[src/rtl/redmule_w_buffer_ctrl.sv]
// W-buffer controller: fills ROWS row slots from the streamer, then streams
// element/column/row-rotated read addresses for a configurable number of passes per tile.
module redmule_w_buffer_ctrl #(
  parameter int unsigned ROWS = 4,
  parameter int unsigned COLS = 4,
  parameter int unsigned ELMS = 4
) (
  input  logic                          clk_i,
  input  logic                          rst_ni,
  input  logic                          clear_i,
  input  logic                          start_i,
  input  logic [15:0]                   cfg_tiles_i,
  input  logic [7:0]                    cfg_reps_i,
  output logic                          busy_o,
  output logic                          done_o,
  input  logic                          load_valid_i,
  output logic                          load_ready_o,
  output logic                          write_en_o,
  output logic [$clog2(ROWS)-1:0]       write_addr_o,
  input  logic                          rd_ready_i,
  output logic                          read_en_o,
  output logic [$clog2(ELMS)-1:0]       elms_read_addr_o,
  output logic [$clog2(COLS)-1:0]       cols_read_offs_o,
  output logic [ROWS*$clog2(ROWS)-1:0]  rows_read_addr_o,
  output logic                          rd_valid_o
);

  localparam int unsigned RAW = $clog2(ROWS);
  localparam int unsigned CAW = $clog2(COLS);
  localparam int unsigned EAW = $clog2(ELMS);

  typedef enum logic [1:0] {
    S_IDLE,
    S_FILL,
    S_READ
  } state_e;

  state_e           r_state;
  state_e           w_next_state;

  logic [15:0]      r_tiles;
  logic [7:0]       r_reps;
  logic [15:0]      r_tile_cnt;
  logic [7:0]       r_pass_cnt;
  logic [RAW-1:0]   r_wcnt;
  logic [EAW-1:0]   r_elm;
  logic [CAW-1:0]   r_col;
  logic [RAW-1:0]   r_rot;
  logic             r_rd_valid;
  logic             r_done;

  logic             w_busy;
  logic             w_load_ready;
  logic             w_write_en;
  logic             w_read_en;
  logic             w_start_job;
  logic             w_start_zero;
  logic             w_last_write;
  logic             w_elm_wrap;
  logic             w_col_wrap;
  logic             w_last_pass;
  logic             w_tile_end;
  logic             w_last_tile;
  logic [ROWS*RAW-1:0] w_rows_addr;

  assign w_start_job  = (r_state == S_IDLE) & start_i & (cfg_tiles_i != 16'd0);
  assign w_start_zero = (r_state == S_IDLE) & start_i & (cfg_tiles_i == 16'd0);
  assign w_last_write = (r_wcnt == RAW'(ROWS - 1));
  assign w_elm_wrap   = (r_elm == EAW'(ELMS - 1));
  assign w_col_wrap   = (r_col == CAW'(COLS - 1));
  assign w_last_pass  = (r_pass_cnt == (r_reps - 8'd1));
  assign w_tile_end   = w_read_en & w_elm_wrap & w_col_wrap & w_last_pass;
  assign w_last_tile  = ((r_tile_cnt + 16'd1) == r_tiles);

  // State register
  always_ff @(posedge clk_i or negedge rst_ni) begin
    if (!rst_ni) begin
      r_state <= S_IDLE;
    end else begin
      // NOTE: sequential state uses non-blocking assignments so every flop samples pre-edge values.
      r_state <= w_next_state;
    end
  end

  // Next-state logic; clear_i overrides every other event
  always_comb begin
    // NOTE: defaulting first keeps every path assigned, so no latch is inferred.
    w_next_state = r_state;
    if (clear_i) begin
      w_next_state = S_IDLE;
    end else begin
      unique case (r_state)
        S_IDLE: if (w_start_job) w_next_state = S_FILL;
        S_FILL: if (w_write_en && w_last_write) w_next_state = S_READ;
        S_READ: if (w_tile_end) w_next_state = w_last_tile ? S_IDLE : S_FILL;
        default: w_next_state = S_IDLE;
      endcase
    end
  end

  // Output decode
  always_comb begin
    w_busy       = (r_state != S_IDLE);
    w_load_ready = (r_state == S_FILL);
    w_write_en   = load_valid_i & w_load_ready;
    w_read_en    = (r_state == S_READ) & rd_ready_i;
  end

  // Counters, config and registered strobes
  always_ff @(posedge clk_i or negedge rst_ni) begin
    if (!rst_ni) begin
      r_tiles    <= '0;
      r_reps     <= '0;
      r_tile_cnt <= '0;
      r_pass_cnt <= '0;
      r_wcnt     <= '0;
      r_elm      <= '0;
      r_col      <= '0;
      r_rot      <= '0;
      r_rd_valid <= 1'b0;
      r_done     <= 1'b0;
    end else if (clear_i) begin
      r_tiles    <= '0;
      r_reps     <= '0;
      r_tile_cnt <= '0;
      r_pass_cnt <= '0;
      r_wcnt     <= '0;
      r_elm      <= '0;
      r_col      <= '0;
      r_rot      <= '0;
      r_rd_valid <= 1'b0;
      r_done     <= 1'b0;
    end else begin
      r_rd_valid <= w_read_en;
      r_done     <= w_start_zero | (w_tile_end & w_last_tile);

      if (w_start_job) begin
        r_tiles    <= cfg_tiles_i;
        r_reps     <= (cfg_reps_i == 8'd0) ? 8'd1 : cfg_reps_i;
        r_tile_cnt <= '0;
      end

      if (w_write_en) begin
        r_wcnt <= r_wcnt + RAW'(1);
        if (w_last_write) begin
          r_elm      <= '0;
          r_col      <= '0;
          r_rot      <= '0;
          r_pass_cnt <= '0;
        end
      end

      // Element is innermost, then column, then pass with row rotation
      if (w_read_en) begin
        r_elm <= r_elm + EAW'(1);
        if (w_elm_wrap) begin
          r_col <= r_col + CAW'(1);
          if (w_col_wrap) begin
            if (w_last_pass) begin
              r_pass_cnt <= '0;
              r_rot      <= '0;
              r_tile_cnt <= r_tile_cnt + 16'd1;
            end else begin
              r_pass_cnt <= r_pass_cnt + 8'd1;
              r_rot      <= r_rot + RAW'(1);
            end
          end
        end
      end
    end
  end

  always_comb begin
    w_rows_addr = '0;
    for (int r = 0; r < ROWS; r++) begin
      w_rows_addr[r*RAW +: RAW] = RAW'(r) + r_rot;
    end
  end

  assign busy_o           = w_busy;
  assign done_o           = r_done;
  assign load_ready_o     = w_load_ready;
  assign write_en_o       = w_write_en;
  assign write_addr_o     = r_wcnt;
  assign read_en_o        = w_read_en;
  assign elms_read_addr_o = r_elm;
  assign cols_read_offs_o = r_col;
  assign rows_read_addr_o = w_rows_addr;
  assign rd_valid_o       = r_rd_valid;

endmodule

[config.mk]
export PLATFORM = sky130hd
export DESIGN_NAME = redmule_w_buffer_ctrl
export DESIGN_NICKNAME = d
export VERILOG_FILES = /design/src/rtl/redmule_w_buffer_ctrl.sv
export SDC_FILE = /design/constraint.sdc
export NUM_CORES = 1
export LEC_CHECK = 0
export ABC_AREA = 0
export ABC_CLOCK_PERIOD_IN_PS = 6200
export CAP_MARGIN = 20
export CORE_MARGIN = 4
export CORE_UTILIZATION = 55
export DETAILED_ROUTE_END_ITERATION = 10
export GPL_ROUTABILITY_DRIVEN = 0
export PLACE_DENSITY_LB_ADDON = 0.15
export SYNTH_ARGS = -nofsm -noshare
export SYNTH_HDL_FRONTEND = slang
export SYNTH_SLANG_ARGS = --single-unit
[constraint.sdc]
create_clock -name clk_i -period 6.2 [get_ports clk_i]
set_clock_uncertainty 0.15 [all_clocks]
set_input_delay 1.86 -clock clk_i [delete_from_list [all_inputs] [get_ports clk_i]]
set_output_delay 1.86 -clock clk_i [all_outputs]
set_load 0.01 [all_outputs]
### Yosys cells after proc, flatten, opt, wreduce, memory -nomap -nowiden

Index checks and enable logic that the tools add are counted.

* register bits after elaboration: 60
* input port bits: 30
* output and inout bits: 20
* logic and storage cells: 96

* add/sub/neg operators: 9
* eq/ne operators: 10
* multiplexer cells: 44
* bitwise logic cells: 10
* reductions and logical operators: 12

Operator list (count)
* 16-bit 2-to-1 mux: 8
* 8-bit 2-to-1 mux: 10
* 2-bit 2-to-1 mux: 22
* 16-bit by 1-bit adder with 16-bit output, second input constant: 1
* 16-bit == test: 1
* 16-bit zero test: 1
* 16-bit nonzero test: 1
* 1-bit bitwise AND: 9
* 8-bit by 1-bit adder with 8-bit output, second input constant: 1
* 2-bit == test, second input constant: 4
* 8-bit == test: 1
* 8-bit zero test: 1
* 8-bit by 1-bit subtractor with 8-bit output, second input constant: 1
* 2-bit by 1-bit adder with 2-bit output, second input constant: 3
* 3-bit inequality test, second input constant: 2
* 2-bit case mux with 3 select lines: 1
* 2-bit nonzero test: 3
* 3-bit nonzero test: 2
* 2-bit adder, first input constant: 2
* 1-bit 2-to-1 mux: 3
* 3-bit by 2-bit inequality test with 1-bit output, second input constant: 1
* 3-bit AND reduction: 1
* 1-bit by 2-bit adder with 2-bit output, first input constant: 1
* 2-bit by 1-bit == test with 1-bit output, second input constant: 1
* 4 further kinds: 4

### Depth between registers and ports, before layout

Gate-level depths: netlist (run 1).

* depth after elaboration: 9
* gate-level depth with buffers: 9
* mapped depth without buffers: 8

### Worst setup path after synthesis (run 1)

Ideal clock, no wire load.

* path type: input -> output
* start: input rd_ready_i
* end: output read_en_o
* data arrival time: 2.201 ns
* data required time: 4.190 ns
* slack: 1.989 ns
* stages on the path: 1
* path through: nor3b_2

* word-level cells in the longest chain between the ends: 1

RTL lines
* start, declared: RTL line 20 `input logic rd_ready_i,`
* 1-bit bitwise AND: RTL line 106 `w_read_en = (r_state == S_READ) & rd_ready_i;`
* end, declared: RTL line 21 `output logic read_en_o,`

Every way passes these cells.

### Final worst setup path (run 1)

Same ends and word-level chain as after synthesis.

==> results of run 1 <==
-- power by group through the flow --
| stage | registers, µW | logic [µW] | clock network, µW |
|---|---|---|---|
| after floorplan | 418 | 66.7 | 0 |
| after global placement | 422 | 109 | 0 |
| after detailed placement | 423 | 111 | 0 |
| after CTS | 415 | 112 | 394 |
| after global routing | 417 | 125 | 414 |
| final | 416 | 113 | 386 |
-- flip-flops by register name, indices dropped and copies added, names as in the netlist --
| register | flops |
|---|---|
| cols_read_offs_o | 2 |
| done_o | 1 |
| elms_read_addr_o | 2 |
| r_pass_cnt | 8 |
| r_reps | 8 |
| r_rot | 2 |
| r_state | 2 |
| r_tile_cnt | 16 |
| r_tiles | 16 |
| rd_valid_o | 1 |
| write_addr_o | 2 |
-- Yosys cell counts, types with 5 or more instances --
| cell | number | share of area, % |
|---|---|---|
| sky130_fd_sc_hd__nand2_1 | 73 | 7.0 |
| sky130_fd_sc_hd__dfrtp_1 | 60 | 39 |
| sky130_fd_sc_hd__a21oi_1 | 41 | 5.3 |
| sky130_fd_sc_hd__clkbuf_1 | 24 | 2.3 |
| sky130_fd_sc_hd__nor2_1 | 21 | 2.0 |
| sky130_fd_sc_hd__nand3_1 | 16 | 2.1 |
| sky130_fd_sc_hd__xor2_1 | 16 | 3.6 |
| sky130_fd_sc_hd__inv_1 | 14 | 1.4 |
| sky130_fd_sc_hd__xnor2_1 | 13 | 2.9 |
| sky130_fd_sc_hd__nor4_1 | 11 | 1.8 |
| sky130_fd_sc_hd__and3_1 | 9 | 1.4 |
| sky130_fd_sc_hd__nand4_1 | 9 | 1.4 |
| sky130_fd_sc_hd__nor3_1 | 8 | 1.0 |
| sky130_fd_sc_hd__a21o_1 | 7 | 1.4 |
| sky130_fd_sc_hd__nand2b_1 | 7 | 1.1 |
| sky130_fd_sc_hd__nor2b_1 | 7 | 1.1 |
| sky130_fd_sc_hd__o21ai_0 | 7 | 0.90 |
| sky130_fd_sc_hd__a31oi_1 | 6 | 0.97 |
| sky130_fd_sc_hd__ha_1 | 6 | 1.9 |
| sky130_fd_sc_hd__a211o_1 | 5 | 1.1 |
| sky130_fd_sc_hd__nor3b_1 | 5 | 0.97 |
-- layer usage --
metal	wire length, µm	GRT usage [%]	share of wire [%]
met1	4320	32.0	47
met4	129	7.80	1.4
met5	0	0	0
met3	512	5.74	5.6
met2	4240	34.9	46
-- placed cells by master, fill, tap and decap left out, drive strengths merged, types with 3 or more instances in the layout --
cell	count
nand3b	3
clkdlybuf4s50	48
a21oi	41
nand2b	7
a211o	5
inv	15
o211ai	4
o21ai	8
a211oi	6
o221ai	4
o311ai	3
nand4	9
a21o	7
nor4	12
nand2	74
or3	4
clkbuf	13
a22o	3
nor2	22
a31oi	6
dfrtp	60
nor3b	7
and2	4
nand3	16
nor2b	7
xor2	16
nor3	8
xnor2	13
and4	4
o31ai	3
ha	6
and3	9
buf	8
-- metrics by stage --
step,total power (µW),instance area (µm²)
finish,915,4620
floorplan,485,3890
global placement,531,4380
detailed placement,534,4380
CTS,922,4600
global route,956,4620
-- final timing paths --
check / depth (start not counted) / slack, ps / endpoint
max in group asynchronous: 2 / 3870 / r_state[0]
min in group asynchronous: 2 / 1520 / r_reps[1]
hold / removal: 1 / 380 / r_tile_cnt[15]
hold reg to reg: 1 / 380 / r_tile_cnt[15]
setup reg to reg: 9 / 3090 / r_tile_cnt[5]
setup / recovery: 3 / 930 / read_en_o
-- kinds of logic (layout without fill, tap and decap cells) --
kind of cell / after synthesis / in the layout / share of synthesized area, %
buf+inv: 49 / 87 / 5.53
simple gates: 196 / 196 / 26.5
mux: 1 / 1 / 0.257
xor+xnor: 31 / 31 / 7.72
flops: 60 / 60 / 38.6
fa+ha+maj: 6 / 6 / 1.93
compound gates: 109 / 109 / 19.5
-- area by class of cell --
type                            instances  area [µm²]  area share [%]
Sequential cell                        60        1500            32.5
Tap cell                               96         120            2.60
Inverter                               15        56.3            1.22
Clock buffer                           13         179            3.87
Timing Repair Buffer                   56         546            11.8
Multi-Input combinational cell        343        2170            47.1
Clock inverter                          3        42.5           0.921
==> flow_summary_export.csv, run 1 <==
group,metric,value,unit
status,run_status,"complete, no violations",
setup_path,slowest_cell_on_crit_path,"sky130_fd_sc_hd__clkdlybuf4s50_1",
global_route,grt_start_max_net_pins,61,
power,power_per_cell_area,198,nW/µm²
yosys,syn-num-nets,488,
routing,detailedRoute.firstPassIterationCount,4,
timing,worst_hold_slack_across_all_endpoints,378,ps
yosys,synth_async_sr_flop_share,100,%
die,design.die.area,8480,µm²
place,total_of_buffers_placed_on_input_and_output_ports,49,
setup_path,rr_startpoint,"r_reps[0]",
cts,clock_latency,340,ps
setup_path,cp_top_family,"buffers and inverters",
setup_path,cp_startpoint_kind,"input port",
routing,route.antenna.remaining_nets,0,
die,initial_utilization,56.9,%
timing,rsz_0062_raised_after_global_routing,"false",
yosys,synth-main-ff-cell,"sky130_fd_sc_hd__dfrtp_1",
setup_path,timing.critical_path.arrival,3260,ps
cts,cts_sinks,60,
yosys,avgSynthCellArea,8.60,µm²
setup_path,worst-path-max-fanout,7,
setup_path,critical_path_max_stage_delay,610,ps
timing,hold_violations,0,
setup_path,crit_chain,"clkdlybuf4s50_1 > nor3b_2 > clkdlybuf4s50_1",
power,cellLeakagePower,0.00192,µW
setup_path,critPathCaptureType,"primary output",
cts,cts.reportedPaths.clkPinSlew,70,ps
timing,timing.final.setup_violations,0,
timing,timing.final.max_slew_violations,0,
power,share_seq_of_total_power,45.5,%
cts,postCtsSetupRepairBufs,0,
setup_path,critical_path.n_buffers_inverters,2,
global_route,grt_overflow_total,0,
cts,cts.repair.resized,0,
yosys,ys_ff_latch,60,
place,detailedPlacementHpwl,6.44,mm
layout,post_route_cells_drive_above_1_share,7.96,%
cts,h_tree_level_count,3,
run,drv_cap,0,
layout,fin_nets,521,
power,clockPowerShare,42.2,%
routing,routed-via-count,3463,
timing,min_period,5270,ps
yosys,synth.cell_area,3890,µm²
global_route,grt_util_overall,22.9,%
power,netSwitchingPower,232,µW
global_route,first_global_vias,3253,
cts,holdBufCountCts,0,
timing,tightest_slew,814,ps
yosys,synth_cells,452,
routing,wl_per_cell,15.7,µm
timing,final.setup.tns,0,ps
cts,tritoncts_clock_tree,"yes",
routing,post-route-drc-count,0,
layout,final.fill_count,586,
layout,area_growth_syn_to_layout,18.8,%
cts,clock_tree.buffer_depth,2,
power,internal_power,683,µW
routing,detail_route.iter0.violations,220,
power,share_comb_of_total_power,12.3,%
routing,route.final.wire_length,9.20,mm
layout,layout.cells.non_filler,586,
yosys,post_synth_num_cell_types,70,
global_route,first_pass_grt_wire_length,15.6,mm
timing,max-slew-margin-rel,45.6,%
place,dpl.cell_count,569,
timing,clock.fmax,190,MHz
layout,antennaDiodeCount,0,
yosys,synth_enable_flop_cells,0,
die,number_of_top_level_pins,50,
power,worst_vdd_drop,0.000131,V
hold_path,hold_path.startpoint,"r_tile_cnt[15]",
die,core_region_area,6830,µm²
timing,minimum_setup_slack_in_the_final_design,927,ps
yosys,yosys_warnings,0,
cts,ctsRootBufferMaster,"sky130_fd_sc_hd__clkbuf_8",
setup_path,required,4190,ps
power,p_sw_share,25.3,%
die,row_count,30,
die,die_width,92.1,µm
setup_path,crit_path_start,"rd_ready_i",
setup_path,crit_type,"input port to primary output",
routing,viasPerCell,5.91,
cts,cts_buffers,9,
layout,layout.core_utilization,67.6,%
yosys,yosysSeqAreaShare,38.6,%
die,die_span_in_y,92.1,µm
setup_path,crit_top_cell,"sky130_fd_sc_hd__clkdlybuf4s50_1",
hold_path,timing.hold.worst.class,"flop to flop",
place,place_worst_setup_slack,919,ps
global_route,antenna_found_initial,0,
timing,period_share,85.1,%
Note: power is estimated with default switching activity, not from simulation.
==> run 2: changes to the inputs <==
--- a/config.mk
+++ b/config.mk
@@ -10,6 +10,7 @@
 export CAP_MARGIN = 20
 export CORE_MARGIN = 4
 export CORE_UTILIZATION = 55
+export CTS_CLUSTER_DIAMETER = 60
 export DETAILED_ROUTE_END_ITERATION = 10
 export GPL_ROUTABILITY_DRIVEN = 0
 export PLACE_DENSITY_LB_ADDON = 0.15
==> results of run 2 <==
No change in the layout: final DEF, timing and power equal those of run 1.
==> run 3: changes to the inputs <==
--- a/config.mk
+++ b/config.mk
@@ -10,6 +10,7 @@
 export CAP_MARGIN = 20
 export CORE_MARGIN = 4
 export CORE_UTILIZATION = 55
+export CTS_BUF_LIST = sky130_fd_sc_hd__clkbuf_2
 export CTS_CLUSTER_DIAMETER = 60
 export DETAILED_ROUTE_END_ITERATION = 10
 export GPL_ROUTABILITY_DRIVEN = 0
==> constraint.sdc (replaced) <==
create_clock -name clk_i -period 6.2 [get_ports clk_i]
set_clock_uncertainty 0.15 [all_clocks]
set_input_delay 1.86 -clock clk_i [delete_from_list [all_inputs] [get_ports clk_i]]
set_output_delay 1.86 -clock clk_i [all_outputs]
set_load 0.1 [all_outputs]
==> run 3 against run 2 <==
Non-clock buffer count unchanged. Die area unchanged. Critical path type unchanged. Maximum frequency up 4.3%. Register-to-register slack worse by 90 ps. Final cell count unchanged. Combinational power up 12%. Worst hold slack better by 2.3 ps. Flip-flop and latch count unchanged. Power down 20%. Cell area down 3.3%. First-iteration DRC count up 0.91%. Highest routed layer unchanged. Count of clock-buffer cells in the layout down 1.
==> flow_summary_export.csv, run 3 (same netlist as run 1, synthesis figures left out) <==
group,metric,value,unit
setup_path,required,4190,ps
status,run_status,"complete, no violations",
setup_path,crit_path_start,"rd_ready_i",
die,row_count,30,
timing,min_period,5060,ps
global_route,grt_start_max_net_pins,61,
setup_path,cp_startpoint_kind,"input port",
setup_path,cp_top_family,"buffers and inverters",
timing,timing.final.max_slew_violations,0,
cts,cts.reportedPaths.clkPinSlew,150,ps
die,initial_utilization,56.9,%
layout,layout.cells.most_common_list,"sky130_fd_sc_hd__nand2_1 (73), sky130_fd_sc_hd__dfrtp_1 (60), sky130_fd_sc_hd__clkdlybuf4s50_1 (46)",
setup_path,critical_path_cell_count,3,
timing,clock.fmax,198,MHz
die,design.die.area,8480,µm²
global_route,first_pass_grt_wire_length,15.8,mm
cts,clock_latency,460,ps
layout,fin_nets,521,
global_route,first_global_vias,3424,
hold_path,timing.hold.worst.class,"flop to flop",
die,number_of_top_level_pins,50,
cts,cts_sinks,60,
timing,hold_violations,0,
routing,detail_route.iter0.violations,222,
power,power_per_cell_area,163,nW/µm²
layout,final.fill_count,619,
timing,final.setup.tns,0,ps
setup_path,critical_path.n_buffers_inverters,2,
layout,largestRegisters,"r_tile_cnt (16), r_tiles (16)",
cts,tritoncts_clock_tree,"yes",
layout,post_route_cells_drive_above_1_share,7.76,%
setup_path,endpoint_of_the_lowest_slack_register_to_register_path,"r_tile_cnt[5]",
timing,period_share,81.6,%
layout,layout.cells.non_filler,586,
setup_path,r2r_setup_slack,3000,ps
place,dpl.cell_count,569,
layout,commonest_non_fill_non_tap_cell_in_the_layout,"sky130_fd_sc_hd__nand2_1",
routing,detailedRoute.firstPassIterationCount,4,
timing,timing.final.setup_violations,0,
setup_path,critPathCaptureType,"primary output",
cts,clock_tree.buffer_depth,2,
timing,tightest_slew,983,ps
power,cellLeakagePower,0.00187,µW
routing,routed-via-count,3476,
cts,postCtsSetupRepairBufs,0,
global_route,grt_util_overall,23.0,%
power,worst_vdd_drop,0.000123,V
global_route,antenna_found_initial,0,
routing,wl_per_cell,15.3,µm
setup_path,worstRegToRegCells,9,
timing,rsz_0062_raised_after_global_routing,"false",
routing,post-route-drc-count,0,
setup_path,crit_type,"input port to primary output",
global_route,grt_overflow_total,0,
cts,cts_buffers,9,
routing,viasPerCell,5.93,
setup_path,slowest_cell_on_crit_path,"sky130_fd_sc_hd__clkdlybuf4s50_1",
setup_path,crit_chain,"clkdlybuf4s50_1 > nor3b_2 > buf_4",
cts,h_tree_level_count,3,
layout,antennaDiodeCount,0,
die,die_span_in_y,92.1,µm
timing,worst_hold_slack_across_all_endpoints,380,ps
place,detailedPlacementHpwl,6.49,mm
place,total_of_buffers_placed_on_input_and_output_ports,49,
routing,route.antenna.remaining_nets,0,
layout,area_growth_syn_to_layout,14.9,%
setup_path,timing.critical_path.arrival,3050,ps
setup_path,critPathCapture,"read_en_o",
timing,max-slew-margin-rel,34.2,%
setup_path,rr_startpoint,"r_reps[0]",
setup_path,worst-path-max-fanout,7,
cts,ctsRootBufferMaster,"sky130_fd_sc_hd__clkbuf_2",
routing,route.final.wire_length,8.98,mm
cts,cts.repair.resized,0,
die,die_width,92.1,µm
setup_path,critical_path_max_stage_delay,470,ps
run,drv_cap,0,
die,core_region_area,6830,µm²
cts,holdBufCountCts,0,
==> run 3: cell count changes in the layout (fill, tap and decap cells not counted) <==
| cell | delta |
|---|---|
| sky130_fd_sc_hd__clkinv_1 | +3 |
| sky130_fd_sc_hd__clkbuf_2 | +12 |
| sky130_fd_sc_hd__clkinvlp_4 | -1 |
| sky130_fd_sc_hd__clkdlybuf4s50_1 | -2 |
| sky130_fd_sc_hd__clkbuf_8 | -13 |
| sky130_fd_sc_hd__buf_4 | +2 |
| sky130_fd_sc_hd__bufinv_16 | -1 |
==> run 3: routing by layer <==
layer  vias up  global-route usage (%)  share of wire [%]
li1       1686                       -                  -
met1      1669                    31.1                 45
met2       107                    36.7                 47
met3        14                    4.43                6.1
met4         0                    8.29                1.6
met5         -                       0                  0
==> run 3: worst min path at each step <==
stage / startpoint / end / slack (ps) / cells past startpoint
after floorplan: r_tile_cnt[15] / r_tile_cnt[15] / 320 / 1
after global placement: r_tile_cnt[15] / r_tile_cnt[15] / 360 / 1
after detailed placement: r_tile_cnt[15] / r_tile_cnt[15] / 370 / 1
after CTS: r_tile_cnt[15] / r_tile_cnt[15] / 390 / 1
after global routing: r_tile_cnt[15] / r_tile_cnt[15] / 400 / 1
final: r_tile_cnt[15] / r_tile_cnt[15] / 380 / 1
==> run 3: layout make-up <==
cell class | instances | area (µm²) | area share (%)
Multi-Input combinational cell | 343 | 2170 | 48.7
Tap cell | 96 | 120 | 2.69
Sequential cell | 60 | 1500 | 33.6
Clock inverter | 4 | 16.3 | 0.364
Inverter | 15 | 56.3 | 1.26
Clock buffer | 12 | 60.1 | 1.34
Timing Repair Buffer | 56 | 541 | 12.1
==> run 3: metrics by stage <==
stage | utilization [%] | power, µW | setup slack [ps] | instance area, µm²
2_1_floorplan | - | 500 | 683 | 3890
3_3_place_gp | 64.1 | 546 | 1200 | 4380
3_5_place_dp | 64.1 | 548 | 1150 | 4380
4_1_cts | 65.2 | 738 | 1140 | 4450
5_1_grt | 65.4 | 771 | 1060 | 4470
6_report | 65.4 | 730 | 1140 | 4470
==> run 3: worst reg2reg max path, stage by stage (launching register included) <==
cell,delay (ps)
sky130_fd_sc_hd__dfrtp_1,460
sky130_fd_sc_hd__inv_1,100
sky130_fd_sc_hd__ha_1,210
sky130_fd_sc_hd__or3b_1,410
sky130_fd_sc_hd__nor4_1,290
sky130_fd_sc_hd__o211ai_1,210
sky130_fd_sc_hd__a211oi_4,320
sky130_fd_sc_hd__buf_4,330
sky130_fd_sc_hd__a211o_1,450
sky130_fd_sc_hd__a31oi_1,150
==> run 3: power by group <==
group | total, µW | internal (µW) | switching (µW) | leakage, µW
combinational | 127 | 52.0 | 74.9 | 0.000992
sequential | 415 | 402 | 13.3 | 0.000824
clock | 188 | 53.7 | 134 | 0.0000585
